`src/rtl/oric_ram_init.sv`:
```
// Oric RAM clear sequencer: on reset or clr_req it sweeps every RAM address with a clear
// byte while holding the core in reset, then passes core accesses through. Macro: ORIC_RAM_PATTERN_EN.
module oric_ram_init #(
    parameter int         AW   = 16,
    parameter logic [7:0] FILL = 8'h01
) (
    input  logic          clk_sys,
    input  logic          reset,
    input  logic          clr_req,
    input  logic [15:0]   ram_ad,
    input  logic [7:0]    ram_d,
    input  logic          ram_cs,
    input  logic          ram_we,
    output logic [AW-1:0] mem_a,
    output logic [7:0]    mem_d,
    output logic          mem_ce,
    output logic          mem_we,
    output logic          core_reset,
    output logic          busy,
    output logic          done
);

    typedef enum logic {
        ST_CLEAR = 1'b0,
        ST_RUN   = 1'b1
    } state_t;

    localparam logic [AW-1:0] CNT_ONE = {{(AW-1){1'b0}}, 1'b1};

    state_t        state_reg;
    logic [AW-1:0] cnt_reg;
    logic [7:0]    fill_byte;
    logic          last_addr;
    logic          unused_ad;

    assign last_addr = &cnt_reg;
    // Upper core address bits fall outside the RAM and are deliberately dropped.
    assign unused_ad = ^ram_ad;

    generate
        for (genvar gi = 0; gi < 8; gi++) begin : g_fill
`ifdef ORIC_RAM_PATTERN_EN
            // Power-on image: alternating 64-byte blocks of 00 and FF.
            assign fill_byte[gi] = cnt_reg[6];
`else
            assign fill_byte[gi] = FILL[gi];
`endif
        end
    endgenerate

    always_ff @(posedge clk_sys) begin
        if (reset) begin
            state_reg  <= ST_CLEAR;
            cnt_reg    <= '0;
            mem_a      <= '0;
            mem_d      <= '0;
            mem_ce     <= 1'b0;
            mem_we     <= 1'b0;
            core_reset <= 1'b1;
            busy       <= 1'b1;
            done       <= 1'b0;
        end else begin
            case (state_reg)
                ST_CLEAR: begin
                    mem_a      <= cnt_reg;
                    mem_d      <= fill_byte;
                    mem_ce     <= 1'b1;
                    mem_we     <= 1'b1;
                    core_reset <= 1'b1;
                    busy       <= 1'b1;
                    if (clr_req) begin
                        cnt_reg <= '0;
                        done    <= 1'b0;
                    end else if (last_addr) begin
                        done      <= 1'b1;
                        state_reg <= ST_RUN;
                    end else begin
                        cnt_reg <= cnt_reg + CNT_ONE;
                        done    <= 1'b0;
                    end
                end
                default: begin
                    mem_a      <= ram_ad[AW-1:0];
                    mem_d      <= ram_d;
                    mem_ce     <= ram_cs;
                    mem_we     <= ram_we;
                    busy       <= 1'b0;
                    done       <= 1'b0;
                    // busy is still high on the first RUN cycle, stretching core reset by one.
                    core_reset <= busy;
                    if (clr_req) begin
                        state_reg <= ST_CLEAR;
                        cnt_reg   <= '0;
                    end
                end
            endcase
        end
    end

endmodule

```
`config.mk`:
```
export PLATFORM = sky130hd
export DESIGN_NAME = oric_ram_init
export DESIGN_NICKNAME = d
export VERILOG_FILES = /design/src/rtl/oric_ram_init.sv
export SDC_FILE = /design/constraint.sdc
export NUM_CORES = 1
export LEC_CHECK = 0
export ABC_AREA = 0
export ABC_CLOCK_PERIOD_IN_PS = 1800
export BUFFER_PORTS_ARGS = -buffer_cell sky130_fd_sc_hd__buf_4
export CAP_MARGIN = 15
export CORE_MARGIN = 8
export CORE_UTILIZATION = 30
export CTS_BUF_LIST = sky130_fd_sc_hd__clkbuf_4
export DETAILED_ROUTE_END_ITERATION = 8
export PLACE_DENSITY_LB_ADDON = 0.3
export SYNTH_ARGS = -nofsm -noshare
export SYNTH_HDL_FRONTEND = slang
export SYNTH_SLANG_ARGS = --single-unit
```
`constraint.sdc`:
```
create_clock -name clk_sys -period 1.8 [get_ports clk_sys]
set_input_delay 0.09 -clock clk_sys [delete_from_list [all_inputs] [get_ports clk_sys]]
set_output_delay 0.09 -clock clk_sys [all_outputs]
set_load 0.05 [all_outputs]
```
== Word level (Yosys, flattened, before mapping) ==
Index checks and enable logic that the tools add are counted.

* Register bits: 46
* Input port bits: 29
* Output and inout port bits: 29
* Logic and storage cells: 31

* Add/sub/neg operators: 1
* Equality and inequality tests: 2
* Muxes and demuxes: 13
* Bitwise operators: 1
* Reductions and logical operators: 4

{| class="wikitable"
|+ Operators by type and width
! kind !! number
|-
| 16-bit 2-to-1 mux || 5
|-
| 16-bit by 1-bit adder with 16-bit output (second input constant) || 1
|-
| 16-bit AND reduction || 1
|-
| 1-bit 2-to-1 mux || 8
|-
| 2-bit inequality test (second input constant) || 2
|-
| 2-bit OR reduction || 2
|-
| 2-bit AND reduction || 1
|-
| 1-bit inverter || 1
|}

== Logic depth before layout (Yosys ltp) ==
Gate-level depths: netlist of run 1.

* Word-level depth: 4
* Mapped depth: 6
* Mapped depth without buffers: 5

== Worst setup path before layout of run 1 ==
OpenSTA, ideal clock, no wires.

* Path type: register -> register
* From: register cnt_reg[0]
* To: register cnt_reg[13]
* Library setup time: 72 ps
* Data arrival time: 1700 ps
* Required time: 1728 ps
* Path slack: 28 ps
* Cell stages (with the launch flop): 7
* Path buffers: 1
* Cells stage by stage: dfxtp_1 -> ha_1 -> nand4_4 -> or4_4 -> buf_6 -> nand4_1 -> mux2i_1

* Word-level cells in the longest chain between the ends: 4
* Elaborated cells on any way between the ends: 7
* Classes of those cells: add/sub (1); eq/ne (1); mux (3); reduce/logical (2)

{| class="wikitable"
|+ RTL lines
! what !! RTL line !! source
|-
| from (decl) || 31 || <nowiki>logic [AW-1:0] cnt_reg;</nowiki>
|-
| from (signal assigned) || 78 || <nowiki>cnt_reg <= cnt_reg + CNT_ONE;</nowiki>
|-
| 16-bit by 1-bit adder with 16-bit output || 78 ||
|-
| 16-bit 2-to-1 mux || 74 || <nowiki>end else if (last_addr) begin</nowiki>
|-
| 16-bit 2-to-1 mux || 71 || <nowiki>if (clr_req) begin</nowiki>
|-
| 16-bit 2-to-1 mux || 63 || <nowiki>case (state_reg)</nowiki>
|}

Several ways; a longest one is shown, not always the timed one. The select of a mux whose other input is x is not followed.
A chain may end at the register's enable or synchronous reset.

== Worst setup path in the final report of run 1 ==
* From: register cnt_reg[0]
* To: register cnt_reg[14]

The elaborated chain is that of the path after synthesis.

==> results of run 1 <==
critical path, stage by stage, from the launching register on:
cell                      delay [ns]
sky130_fd_sc_hd__dfxtp_1        0.36
sky130_fd_sc_hd__ha_1           0.21
sky130_fd_sc_hd__nand4_4        0.17
sky130_fd_sc_hd__or4_4          0.59
sky130_fd_sc_hd__and4_2         0.23
sky130_fd_sc_hd__nor3_1         0.15
final cells by class:
class                   count  area (sq um)  area share
clock buffers               6          45.0      0.0169
inverters                   8          30.0      0.0112
clock inverters             1          7.51     0.00281
repair buffers             99           811       0.303
well taps                  75          93.8      0.0351
multi-input cells         117           764       0.286
flip-flops and latches     46           921       0.345
cell usage after synthesis, types with 2 or more instances:
library cell / number
sky130_fd_sc_hd__dfxtp_1: 46
sky130_fd_sc_hd__nor2_1: 21
sky130_fd_sc_hd__mux2i_1: 17
sky130_fd_sc_hd__a21oi_1: 9
sky130_fd_sc_hd__inv_1: 8
sky130_fd_sc_hd__and2_1: 7
sky130_fd_sc_hd__nand4_1: 7
sky130_fd_sc_hd__nor3_1: 7
sky130_fd_sc_hd__a31oi_1: 5
sky130_fd_sc_hd__nand2_1: 5
sky130_fd_sc_hd__o21ai_0: 5
sky130_fd_sc_hd__clkbuf_1: 4
sky130_fd_sc_hd__and3_1: 3
sky130_fd_sc_hd__nand2b_1: 3
sky130_fd_sc_hd__nor4_1: 3
sky130_fd_sc_hd__and4_1: 2
sky130_fd_sc_hd__nand3_1: 2
sky130_fd_sc_hd__nor2b_1: 2
sky130_fd_sc_hd__o31ai_1: 2
sky130_fd_sc_hd__or3_1: 2
sky130_fd_sc_hd__or4_1: 2
sky130_fd_sc_hd__xnor2_1: 2
power by group:
| part | switching [mW] | leakage [nW] | internal, mW |
|---|---|---|---|
| combinational | 0.0597 | 0.727 | 0.0930 |
| clock | 0.306 | 0.0278 | 0.161 |
| sequential | 0.00241 | 0.372 | 1.02 |
| total | 0.369 | 1.13 | 1.28 |
routing by layer:
layer  part of all wire  vias to the layer above  GRT usage
met5                  0                        -          0
met4              0.013                        0     0.0443
met3              0.069                        5     0.0299
met2               0.50                       35      0.178
met1               0.42                      738      0.114
li1                   -                      829          -
kinds of logic (layout without fill, tap and decap cells):
kind of cell               count (synthesis)  count (layout)  synth area share
muxes                                     17              17            0.0972
DFF                                       46              46             0.526
adders and majority gates                  1               1           0.00715
buffers and inverters                     15             114            0.0372
and+or+nand+nor                           72              72             0.235
xor gates and xnor gates                   2               2            0.0100
AOI/OAI and AO/OA                         25              25            0.0872
worst min-delay path by stage:
stage | startpoint | endpoint | slack (ns) | cells after the start
CTS | reset | mem_a[9]$_SDFF_PP0_ | 0.05 | 2
floorplan | ram_d[1] | mem_d[1]$_SDFF_PP0_ | 0.21 | 1
global placement | ram_d[3] | mem_d[3]$_SDFF_PP0_ | 0.29 | 2
detailed placement | ram_d[3] | mem_d[3]$_SDFF_PP0_ | 0.30 | 2
finish | reset | mem_a[12]$_SDFF_PP0_ | 0.07 | 2
global route | reset | mem_a[13]$_SDFF_PP0_ | 0.06 | 2
metrics by stage:
stage                     hold WS, ns  cells
final                          0.0686    352
after global routing           0.0583    352
after CTS                      0.0541    352
after detailed placement        0.295    318
after global placement          0.292    318
after floorplan                 0.212    178
timing repair:
action,in CTS,in global routing
hold buffers,27,0
resized for setup,0,0
endpoints found under the setup margin,0,4
hold endpoints to repair,27,0
==> run summary, run 1 <==
The run finished with clean final reports. After synthesis the netlist holds a flip-flop and latch count of 46. The biggest area contributor in the post-synthesis netlist is sky130_fd_sc_hd__dfxtp_1. Relative to the synthesized area, the layout overhead comes to 52.7%. Measured along the x axis, the die boundary spans approximately 92 um. The worst slew margin relative to its limit came out at 0.651. The critical path starts at cnt_reg[0]$_SDFFE_PP0P_. Entering global routing, the biggest net connects 25 pins. The number of distinct library cell variants in the gate-level netlist after synthesis came out at 36.

The congestion estimate from routability-driven global placement came to 0.785. CTS built an H-tree with a depth of 2. At the end of the flow the core is filled with cells to 0.462. The first detailed-routing pass ran for 4 iterations. The setup clock skew after layout came out at approximately 0.008 ns. The number of top-level design ports is 58.

The timing endpoint of the critical path is cnt_reg[14]$_SDFFE_PP0P_. Dividing the detail-routed wire length by the instance count gives 12.4 um. The time the final worst path needs with I/O delays and setup is about 1.8 ns.

The area share of the largest cell type after synthesis came out at 0.526. The antenna diode count is 0. Clock tree synthesis inserted a total of 5 buffers.

For this configuration, the core starts out at a cell density of 0.303. The pre-CTS worst setup slack came out at between 0.04 and 0.05 ns. The count of flip-flops with a built-in enable after synthesis came out at 0. The post-synthesis cell count is ~180. The clock sink count came out at 46. At the end of the flow, the number of nets in the layout was around 310. For this run, the register share of the synthesized area comes to 0.526. The first-pass GRT wire length is ~7200 um. Counting flops with an async set or reset pin after synthesis yields a share of 0.

The post-synth net total came out at roughly 210. The start-to-end type of the worst setup path is flop to flop. In this run, the number of DRC markers left after iteration 0 of detailed routing was between 70 and 80.

Setup repair after global routing left no endpoint under its margin. The peak ir drop on the vdd network came out at around 0.28 mV. The vias after detailed routing came out at about 1600. The count of warnings emitted by yosys came out at 0.

The number of setup violations in the final report came out at 0. TritonCTS built the clock tree. The later pin in the worst-skew pair is clocked with a latency of 0.35 ns. The tree is rooted in a sky130_fd_sc_hd__clkbuf_4. The via count of the first global-routing pass came to between 1500 and 2000. The worst setup path is launched from a flop. The aggregate negative setup slack is 0 ns. The worst flop-to-flop path startpoint is cnt_reg[0]$_SDFFE_PP0P_. The number of max-slew violations in the final report is 0. Once detail routing completed, the nets flagged for antenna violations numbered 0. The die covers between 0.008 and 0.009 sq mm. The core outline area is slightly below 0.006 sq mm. The y dimension of the die came out at 92.4 um. The post-synthesis cell area is about 0.0018 sq mm. After detailed routing, the number of remaining DRC violations is 0. Static timing analysis puts the maximum clock frequency at roughly 0.57 GHz. The total non-filler cell area in the finished layout came out at about 0.0027 sq mm. The leakage power summed over all cells is 1.13 nW. The setup slack on the worst flop-to-flop path is between 0.04 and 0.05 ns. The per-instance average area after synthesis is around 9.8 sq um. After clock tree synthesis, the setup repair step added 0 buffers. The clock-pin slew of the registers on the worst-case setup and hold paths is between 0.1 and 0.15 ns. For the pin with the worst max-slew slack, the measured transition is 0.522 ns. For the worst setup path, the data required time is approximately 2.1 ns. Max-cap violations in this run came to 0. STA classifies the critical path endpoint as a flop. The share of post-route cells with drive strength above 1 came out at 0.303. The largest driver fanout on the critical path came out at 7.

The initial antenna violation count came out at 0. The layout has 560 filler cells. The final critical-path setup slack is approximately 0.043 ns. The most instantiated flip-flop cell in the synthesis netlist is sky130_fd_sc_hd__dfxtp_1. In the layout the commonest cells are sky130_fd_sc_hd__buf_4 (72), sky130_fd_sc_hd__dfxtp_1 (46), sky130_fd_sc_hd__dlygate4sd3_1 (27). Data arrives at the worst endpoint at around 2.0 ns. The cell row count came out at 28. The post-layout total power is ~1.6 mW. The worst register-to-register path has a depth of 5. The final global-route overflow total is 0. After detailed routing, the total wire length is roughly 4400 um.

Across every metal layer, demand over resource in global routing totals 0.103. The share of the cycle needed by the critical path after routing came out at 0.976. The placed wire-length estimate after detailed placement came out at 3160 um.

The number of buffers on the longest clock path is 2. The placed instances occupy a cell area of 0.00235 sq mm. The commonest non-fill, non-tap cell in the layout is sky130_fd_sc_hd__buf_4.

The endpoint of the worst register-to-register path is cnt_reg[14]$_SDFFE_PP0P_. The count of input and output buffers came out at 57. In the post-synthesis netlist, the biggest area contributors are sky130_fd_sc_hd__dfxtp_1 (53%), sky130_fd_sc_hd__mux2i_1 (9.7%), sky130_fd_sc_hd__nor2_1 (4.5%). The min-delay analysis places its worst path in the category primary input to flop. The final hold violation count came out at 0. The via density per instance is approximately 4.6. The power per standard cell area is between 600 and 700 mW/mm^2.
Note: power is estimated with default switching activity, not from simulation.
==> run 2: changes to the inputs <==
--- a/config.mk
+++ b/config.mk
@@ -7,7 +7,7 @@
 export LEC_CHECK = 0
 export ABC_AREA = 0
 export ABC_CLOCK_PERIOD_IN_PS = 1800
-export BUFFER_PORTS_ARGS = -buffer_cell sky130_fd_sc_hd__buf_4
+export BUFFER_PORTS_ARGS = -buffer_cell sky130_fd_sc_hd__buf_2
 export CAP_MARGIN = 15
 export CORE_MARGIN = 8
 export CORE_UTILIZATION = 30
==> run summary, run 2 (synthesis results as in run 1) <==
Result of the run: completed (unchanged). The final global-route overflow total came to 0 (unchanged). The worst-path cell with the longest stage delay is sky130_fd_sc_hd__or4_4 (unchanged).

The kind of path behind the tightest hold check is primary input to flop (unchanged). The capture endpoint of the worst hold path is mem_a[13]$_SDFF_PP0_ (was mem_a[12]$_SDFF_PP0_). The gate family responsible for the most delay along the worst path was simple AND/OR/NAND/NOR gates (unchanged).

The sequential cell area in the final layout is 921 sq um (unchanged). The start point of the worst min-delay path is reset (unchanged). The final estimated routing congestion in global placement came out at 0.763 (was 0.785). The commonest non-fill, non-tap cell in the layout is sky130_fd_sc_hd__buf_2 (was sky130_fd_sc_hd__buf_4). The final layout net count is 306 (was 307). The H-tree depth reported by CTS came to 2 (unchanged).

The number of placed instances, taps included came to 317 (was 318). The area used by multi-input combinational logic came to 767 sq um (was 764 sq um). The count of maximum capacitance violations was 0 (unchanged). Unrepaired setup endpoints after global routing: false (unchanged). The layout overhead on the synthesized area was 45.9% (was 52.7%).

The peak ir drop on the vdd network came out at 0.294 mV (was 0.276 mV). The worst flop-to-flop path startpoint is cnt_reg[0]$_SDFFE_PP0P_ (unchanged). The count of antenna-violating nets left after detailed routing is 0 (unchanged). The placed wire-length estimate after detailed placement was 3140 um (was 3160 um). The number of buffers and inverters on the critical path is 0 (unchanged). The power per standard cell area is 702 mW/mm^2 (was 617 mW/mm^2). The number of fill cells in the layout came to 584 (was 560). The slew at the pin closest to its max-slew limit is 0.502 ns (was 0.522 ns). The library cell used as clock root buffer is sky130_fd_sc_hd__clkbuf_4 (unchanged). The number of top-level design ports is 58 (unchanged). The antenna diode count was 0 (unchanged). The clock network latency to the later pin of the worst-skew pair came to 0.36 ns (was 0.35 ns). The start-to-end type of the worst setup path is flop to flop (unchanged). The number of buffers on the longest clock path is 2 (unchanged). The share of the cycle needed by the critical path after routing came out at 0.961 (was 0.976).

The number of optimization iterations in the first detailed-route pass came out at 4 (unchanged). The via count of the first global-routing pass came out at 1531 (was 1524). The worst endpoint required time is 2.10 ns (was 2.08 ns).

The CTS buffer count is 5 (unchanged). The cell row count is 28 (unchanged). The setup clock skew after layout is 0.00641 ns (was 0.00793 ns).

The first-pass GRT wire length is 7180 um (was 7210 um). The clock-pin slew of the registers on the worst-case setup and hold paths came out at 0.14 ns (was 0.12 ns). The core outline area came out at 0.00578 sq mm (unchanged). The data arrival time of the critical path is 2.03 ns (was 2.04 ns). The number of instances on the worst hold path was 2 (unchanged). The final hold violation count was 0 (unchanged). The number of max-slew violations in the final report came out at 0 (unchanged). The vias after detailed routing is 1621 (was 1607).

Commonest cells after routing, fill and taps aside: sky130_fd_sc_hd__buf_2 (57), sky130_fd_sc_hd__dfxtp_1 (46), sky130_fd_sc_hd__dlygate4sd3_1 (27) (was sky130_fd_sc_hd__buf_4 (72), sky130_fd_sc_hd__dfxtp_1 (46), sky130_fd_sc_hd__dlygate4sd3_1 (27)). The clock sink count is 46 (unchanged). The cell count of the worst reg-to-reg path came to 5 (unchanged). The total length of routed wires came out at 4350 um (was 4380 um). The time the final worst path needs with I/O delays and setup came out at 1.73 ns (was 1.76 ns). The endpoint of the worst register-to-register path was cnt_reg[14]$_SDFFE_PP0P_ (unchanged). The sort of element at the start of the critical path is a flop (unchanged). The worst slew margin relative to its limit is 0.664 (was 0.651). The total non-filler cell area in the finished layout is 0.00255 sq mm (was 0.00267 sq mm).

The post-layout total power came out at 1.79 mW (was 1.65 mW). The initial standard-cell utilization of the core is 0.303 (unchanged). The die width was 92.4 um (unchanged). The setup slack on the worst flop-to-flop path came out at 0.07 ns (was 0.04 ns). The number of setup violations in the final report is 0 (unchanged). The placed standard-cell area is 0.00220 sq mm (was 0.00235 sq mm). The count of input and output buffers came out at 57 (unchanged). The y dimension of the die is 92.4 um (unchanged). The share of post-route cells with drive strength above 1 came out at 0.307 (was 0.303). The routed wirelength normalized by instance count was 12.4 um (about the same). The number of standard cells in the layout, taps in and fillers out came out at 352 (unchanged). The maximum number of pins on one net before global-route repair was 25 (unchanged).

The all-layer global routing usage came to 0.101 (was 0.103). The initial DRC count is 112 (was 79). The DRC violation count after routing came out at 0 (unchanged). The leakage power summed over all cells was 1.11 nW (was 1.13 nW). The achievable frequency is 0.578 GHz (was 0.569 GHz). The area of the die is 0.00853 sq mm (unchanged). The via density per instance came out at 4.61 (was 4.57). The largest driver fanout on the critical path came out at 7 (unchanged). The aggregate negative setup slack came to 0 ns (unchanged). The maximum single-stage delay on the critical path came to 0.58 ns (was 0.59 ns). Ordered cell list for the critical path: ha_2, nand4_4, or4_4, and4_2, nor3_1 (was ha_1, nand4_4, or4_4, and4_2, nor3_1).

The CTS tree is built (unchanged). The initial antenna violation count is 0 (unchanged). The element type at the critical path end is a flop (unchanged).
run 2: cell count changes in the layout (fill, tap and decap cells not counted):
cell / before / now
sky130_fd_sc_hd__buf_2: 0 / 57
sky130_fd_sc_hd__buf_4: 72 / 14
sky130_fd_sc_hd__bufinv_16: 0 / 1
sky130_fd_sc_hd__clkbuf_4: 6 / 5
sky130_fd_sc_hd__clkinv_2: 0 / 1
sky130_fd_sc_hd__clkinvlp_4: 1 / 0
sky130_fd_sc_hd__ha_1: 1 / 0
sky130_fd_sc_hd__ha_2: 0 / 1
sky130_fd_sc_hd__inv_6: 0 / 1
run 2: timing repair:
| action | in CTS | in global routing |
|---|---|---|
| setup buffers | 0 | 0 |
| hold endpoints to repair | 27 | 0 |
| setup endpoints to repair | 0 | 2 |
| resized for setup | 0 | 1 |
| hold buffers | 27 | 0 |
run 2: how the worst max path moves through the flow:
stage / start / slack [ns] / end / cells after the start
after global placement: cnt_reg[0]$_SDFFE_PP0P_ / 0.10 / cnt_reg[14]$_SDFFE_PP0P_ / 5
final: cnt_reg[0]$_SDFFE_PP0P_ / 0.07 / cnt_reg[14]$_SDFFE_PP0P_ / 5
after global routing: cnt_reg[0]$_SDFFE_PP0P_ / 0.003 / cnt_reg[2]$_SDFFE_PP0P_ / 5
after detailed placement: cnt_reg[0]$_SDFFE_PP0P_ / 0.06 / cnt_reg[14]$_SDFFE_PP0P_ / 5
after CTS: cnt_reg[0]$_SDFFE_PP0P_ / 0.04 / cnt_reg[14]$_SDFFE_PP0P_ / 5
after floorplan: cnt_reg[0]$_SDFFE_PP0P_ / 0.03 / cnt_reg[13]$_SDFFE_PP0P_ / 6
run 2: per-stage QoR:
stage	hold slack, ns	setup slack, ns	utilization
2_1_floorplan	0.212	0.0281	-
3_3_place_gp	0.289	0.101	0.381
3_5_place_dp	0.293	0.0609	0.381
4_1_cts	0.111	0.0394	0.441
5_1_grt	0.133	0.00347	0.442
6_report	0.125	0.0694	0.442
run 2: metal layers:
| metal | track usage | wire length [um] | vias to the layer above |
|---|---|---|---|
| li1 | - | - | 827 |
| met1 | 0.109 | 1780 | 737 |
| met2 | 0.178 | 2170 | 49 |
| met3 | 0.0299 | 318 | 8 |
| met4 | 0.0483 | 87 | 0 |
| met5 | 0 | 0 | - |
run 2: cell type report:
| class | instances | area share |
|---|---|---|
| Clock buffer | 5 | 0.0147 |
| Clock inverter | 3 | 0.0171 |
| Inverter | 8 | 0.0118 |
| Multi-Input combinational cell | 117 | 0.300 |
| Sequential cell | 46 | 0.361 |
| Tap cell | 75 | 0.0367 |
| Timing Repair Buffer | 98 | 0.259 |
run 2: report_power, final:
| part | internal (mW) | switching (mW) |
|---|---|---|
| combinational | 0.0734 | 0.0577 |
| clock | 0.295 | 0.338 |
| sequential | 1.03 | 0.00221 |
